$ cat config.mk
export PLATFORM = sky130hd
export DESIGN_NAME = inertial_pulse_filter
export DESIGN_NICKNAME = d
export VERILOG_FILES = /design/src/rtl/inertial_pulse_filter.sv
export SDC_FILE = /design/constraint.sdc
export NUM_CORES = 1
export LEC_CHECK = 0
export ABC_AREA = 1
export CAP_MARGIN = 20
export CORE_ASPECT_RATIO = 0.9
export CORE_UTILIZATION = 30
export CTS_BUF_LIST = sky130_fd_sc_hd__clkbuf_2 sky130_fd_sc_hd__clkbuf_4 sky130_fd_sc_hd__clkbuf_8
export DETAILED_ROUTE_END_ITERATION = 8
export MAX_ROUTING_LAYER = met4
export PLACE_DENSITY = 0.63
export SETUP_SLACK_MARGIN = 0.02
export SYNTH_ARGS = -nofsm -noshare
export SYNTH_HDL_FRONTEND = slang
export SYNTH_SLANG_ARGS = --single-unit
$ cat constraint.sdc
create_clock -name clk -period 1.2 [get_ports clk]
set_input_delay 0.18 -clock clk [delete_from_list [all_inputs] [get_ports clk]]
set_output_delay 0.18 -clock clk [all_outputs]
set_load 0.05 [all_outputs]
$ cat src/rtl/inertial_pulse_filter.sv
// Clocked inertial filter for the asynchronous decode-gate output F: synchronises it,
// drops pulses shorter than MIN_WIDTH clocks, strobes accepted edges and counts edges/glitches.
module inertial_pulse_filter #(
    parameter int   MIN_WIDTH = 3,
    parameter int   CNT_W     = 8,
    parameter logic RESET_VAL = 1'b1
) (
    input  logic             clk,
    input  logic             rst,
    input  logic             f_in,
    input  logic             en,
    input  logic             clr_counts,
    output logic             f_out,
    output logic             rise_pulse,
    output logic             fall_pulse,
    output logic [CNT_W-1:0] edge_count,
    output logic [CNT_W-1:0] glitch_count,
    output logic             glitch_sat
);

    localparam int CW = $clog2(MIN_WIDTH) + 1;
    localparam logic [CW-1:0] LAST_CNT = CW'(MIN_WIDTH - 1);
    localparam logic [CNT_W-1:0] CNT_MAX = '1;

    typedef enum logic {STABLE, CANDIDATE} state_t;

    state_t           state_q, state_d;
    logic [CW-1:0]    cnt_q, cnt_d;
    logic             sync0_q, sync0_d;
    logic             sync1_q, sync1_d;
    logic             f_out_q, f_out_d;
    logic             rise_q, rise_d;
    logic             fall_q, fall_d;
    logic [CNT_W-1:0] edge_count_q, edge_count_d;
    logic [CNT_W-1:0] glitch_count_q, glitch_count_d;
    logic             glitch_sat_q, glitch_sat_d;
    logic             accept;
    logic             glitch;

    always_comb begin
        sync0_d = f_in;
        sync1_d = sync0_q;
        state_d = state_q;
        cnt_d   = cnt_q;
        f_out_d = f_out_q;
        rise_d  = 1'b0;
        fall_d  = 1'b0;
        accept  = 1'b0;
        glitch  = 1'b0;

        // Dropping en abandons any candidate; the run restarts once en returns.
        if (!en) begin
            state_d = STABLE;
            cnt_d   = '0;
        end else begin
            case (state_q)
                STABLE: begin
                    if (sync1_q != f_out_q) begin
                        state_d = CANDIDATE;
                        cnt_d   = CW'(1);
                    end
                end
                CANDIDATE: begin
                    if (sync1_q == f_out_q) begin
                        glitch  = 1'b1;
                        state_d = STABLE;
                        cnt_d   = '0;
                    end else if (cnt_q == LAST_CNT) begin
                        accept  = 1'b1;
                        f_out_d = sync1_q;
                        rise_d  = sync1_q;
                        fall_d  = ~sync1_q;
                        state_d = STABLE;
                        cnt_d   = '0;
                    end else begin
                        cnt_d = cnt_q + CW'(1);
                    end
                end
                default: begin
                    state_d = STABLE;
                    cnt_d   = '0;
                end
            endcase
        end
    end

    always_comb begin
        edge_count_d   = edge_count_q;
        glitch_count_d = glitch_count_q;
        glitch_sat_d   = glitch_sat_q;

        // A clear in the same cycle as an increment discards the increment.
        if (clr_counts) begin
            edge_count_d   = '0;
            glitch_count_d = '0;
            glitch_sat_d   = 1'b0;
        end else begin
            if (accept) begin
                edge_count_d = edge_count_q + CNT_W'(1);
            end
            if (glitch && (glitch_count_q != CNT_MAX)) begin
                glitch_count_d = glitch_count_q + CNT_W'(1);
                if (glitch_count_d == CNT_MAX) begin
                    glitch_sat_d = 1'b1;
                end
            end
        end
    end

    always_ff @(posedge clk) begin
        if (rst) begin
            sync0_q        <= RESET_VAL;
            sync1_q        <= RESET_VAL;
            f_out_q        <= RESET_VAL;
            state_q        <= STABLE;
            cnt_q          <= '0;
            rise_q         <= 1'b0;
            fall_q         <= 1'b0;
            edge_count_q   <= '0;
            glitch_count_q <= '0;
            glitch_sat_q   <= 1'b0;
        end else begin
            sync0_q        <= sync0_d;
            sync1_q        <= sync1_d;
            f_out_q        <= f_out_d;
            state_q        <= state_d;
            cnt_q          <= cnt_d;
            rise_q         <= rise_d;
            fall_q         <= fall_d;
            edge_count_q   <= edge_count_d;
            glitch_count_q <= glitch_count_d;
            glitch_sat_q   <= glitch_sat_d;
        end
    end

    assign f_out        = f_out_q;
    assign rise_pulse   = rise_q;
    assign fall_pulse   = fall_q;
    assign edge_count   = edge_count_q;
    assign glitch_count = glitch_count_q;
    assign glitch_sat   = glitch_sat_q;

endmodule

==> metrics.csv <==
metric,value,unit
status,"complete, but fails checks",
failing checks,negative setup slack,
static leakage,0.932,nW
H-tree lvl count,1,
core box area,4100,µm²
Crit path buffers/inverters,1,
Post-DP HPWL,2.13,mm
GRT overflow,0,
top layer in use,met4,
CTS tree,yes,
chip height,64.2,µm
worst clock skew,0.00475,ns
Crit path required time,1.36,ns
CP endpoint kind,register,
met3 routed WL,132,µm
PnR worst setup slack,-0.0826,ns
wire length per cell,11.5,µm
Syn Inst Count,176,
Hold Crit Class,reg -> reg,
family with the most delay on the worst path,flip-flops,
die area,4570,µm²
synth warn,0,
Hold WS,0.419,ns
fin crit share,107,%
total CTS buffers,3,
drt pass-1 iters,6,
final setup TNS,-0.620,ns
Worst slew margin,84.3,%
hold wc startpoint,sync0_q,
Place WS,-0.342,ns
vias per inst,4.61,
CP Launch Type,register,
post-synthesis sequential area ratio,40.3,%
CTS Root Buffer Type,clkbuf_8,
setup violators final,15,
worst skew pair latency,0.27,ns
# nets final,246,
Critical Path Max Stage Delay,0.37,ns
VDD IR-drop max,0.473,mV
largest net degree at the start of global routing,15,
Reg2Reg Depth,7,
final hold viol count,0,
net count after synthesis,184,
Die X,71.1,µm
Worst path depth,7,
Clock Sinks,26,
max cap viols,0,
Yosys reg bits,26,
dpl cells,271,
initial antenna violation count,0,
DRT met1 WL,1.46,mm
area grow syn2layout,81.0,%
"Cell Area, Synth",1290,µm²
Worst R2R End,glitch_count[0],
Overall Global Routing Usage,14.2,%
final worst path period need,1.28,ns
worst endpoint data arrival time,1.44,ns
crit path kind,reg -> reg,
final antenna-violating net count,0,
power per cell area,633,nW/µm²
GP Congestion,0.818,
Port Buffer Count,24,
vias in the first global route,1152,
final std cells w/o fill,285,
syn avg cell area,7.33,µm²
Worst-Margin Slew,0.235,ns
routed vias,1314,
top achievable clock speed,780,MHz
Initial Utilization,31.5,%
crit path launch,glitch_count[0],
DR iter-0 viols,59,
Netlist cell types,29,
worst-path fanout max,8,
met2 wire length,1.68,mm
Area after DPL,2050,µm²
IO Count,25,
CP cell instances,ha_4 -> nand3_4 -> nor2_4 -> a21oi_4 -> inv_4 -> o21ai_2 -> a21oi_1,
FP Rows,22,
crit path capture,glitch_count[0],
Slew Limit Fails,0,
DRC violations left,0,
Reg2Reg Setup Slack,-0.08,ns
share of layout cells above drive strength 1,54.9,%
final wirelength,3.29,mm
clock buffer depth,2,
design area,2330,µm²
ANT cells,0,
"Reg clk slew, reported paths",0.09,ns
critical path's slowest cell,dfxtp_4,
first-pass GRT wire length,4.97,mm
Reg2Reg Launch Point,glitch_count[0],
RSZ-0062 raised after global routing,true,
## where the power goes
group	internal [mW]	switching (mW)
Combinational	0.0477	0.0485
Sequential	0.848	0.00384
Clock	0.260	0.270
Total	1.16	0.322
## sequential cells by signal, indices dropped and copies added, names as in the netlist
signal        cells
sync0_q           1
state_q           1
glitch_sat        1
sync1_q           1
fall_pulse        1
edge_count        8
glitch_count      8
cnt_q             3
f_out             1
rise_pulse        1
## what timing repair did
action                     CTS  global route
hold buffers                 0             0
setup buffers                1             8
gates resized for setup      7            37
setup endpoints to repair   20            22
pin swaps                    5            19
gates cloned                 1             0
## per-layer routing
layer  vias up  track usage [%]
met5         -                -
met4         0             2.50
met3         2             4.57
met2        24             22.2
met1       601             18.1
li1        687                -
## cells in the final DEF, fill, tap and decap left out, types with 2 or more instances in the layout
| master | count |
|---|---|
| a211oi_1 | 2 |
| a21oi_1 | 10 |
| a21oi_2 | 6 |
| buf_12 | 20 |
| buf_4 | 31 |
| buf_6 | 2 |
| clkbuf_8 | 3 |
| clkdlybuf4s50_1 | 4 |
| dfxtp_1 | 9 |
| dfxtp_2 | 8 |
| dfxtp_4 | 9 |
| ha_4 | 2 |
| inv_1 | 18 |
| inv_2 | 5 |
| inv_4 | 3 |
| nand2_1 | 32 |
| nand2_2 | 10 |
| nand2_4 | 3 |
| nand3_1 | 2 |
| nand3_2 | 3 |
| nand3_4 | 3 |
| nor2_1 | 11 |
| nor2_2 | 5 |
| nor2_4 | 3 |
| nor3_2 | 2 |
| nor3_4 | 3 |
| o21ai_0 | 7 |
| o21ai_1 | 2 |
| o21ai_2 | 2 |
| or2_2 | 2 |
| xor2_1 | 4 |
## synthesized netlist by cell type
cell      number  share of area (%)
nor3_1         6                2.3
inv_4          2               0.97
nor3b_1        1               0.58
xor2_1         5                3.4
ha_1           3                2.9
a211oi_1       2                1.2
o21ai_1        3                1.2
nand3_1        6                2.3
nor2_2         1               0.49
or2_2          2               0.97
nor2_1        16                4.7
a21oi_1       14                5.4
nand2_1       41                 12
a21oi_4        1                1.3
buf_1          1               0.29
nor2_4         2                1.7
nand2_4        2                1.7
o21a_1         1               0.58
inv_1         20                5.8
nand3_2        1               0.78
nand3_4        1                1.4
a21oi_2        1               0.68
a22oi_1        1               0.58
dfxtp_1       26                 40
o21ai_0        8                3.1
a31oi_1        1               0.49
inv_2          5                1.5
nand2_2        2               0.97
nand4_1        1               0.49
## per-stage QoR
stage,power [mW],utilization (%)
2_1_floorplan,0.909,-
3_3_place_gp,0.955,49.9
3_5_place_dp,0.955,49.9
4_1_cts,1.49,52.0
5_1_grt,1.56,56.9
6_report,1.48,56.9
## area by class of cell
type                    instances  area, µm²
fillers                       352       1770
inverters                      27        114
flip-flops and latches         26        564
multi-input cells             123        852
clock buffers                   4       48.8
well taps                      48       60.1
repair buffers                 57        696
## kinds of logic after synthesis
logic type               after synthesis  share of synthesized area [%]
AO/OA/AOI/OAI                         32                           14.5
XOR/XNOR                               5                           3.39
adder cells (fa/ha/maj)                3                           2.91
buffers and inverters                 28                           8.53
flip-flops                            26                           40.3
AND/OR/NAND/NOR                       82                           30.4
## worst min path at each step
| stage | endpoint | slack (ns) | cells after the start |
|---|---|---|---|
| 2_1_floorplan | rise_pulse | 0.26 | 1 |
| 3_3_place_gp | sync1_q | 0.40 | 1 |
| 3_5_place_dp | sync1_q | 0.40 | 1 |
| 4_1_cts | sync1_q | 0.43 | 1 |
| 5_1_grt | sync1_q | 0.43 | 1 |
| 6_report | sync1_q | 0.42 | 1 |
Power figures use the tool's default switching activity.
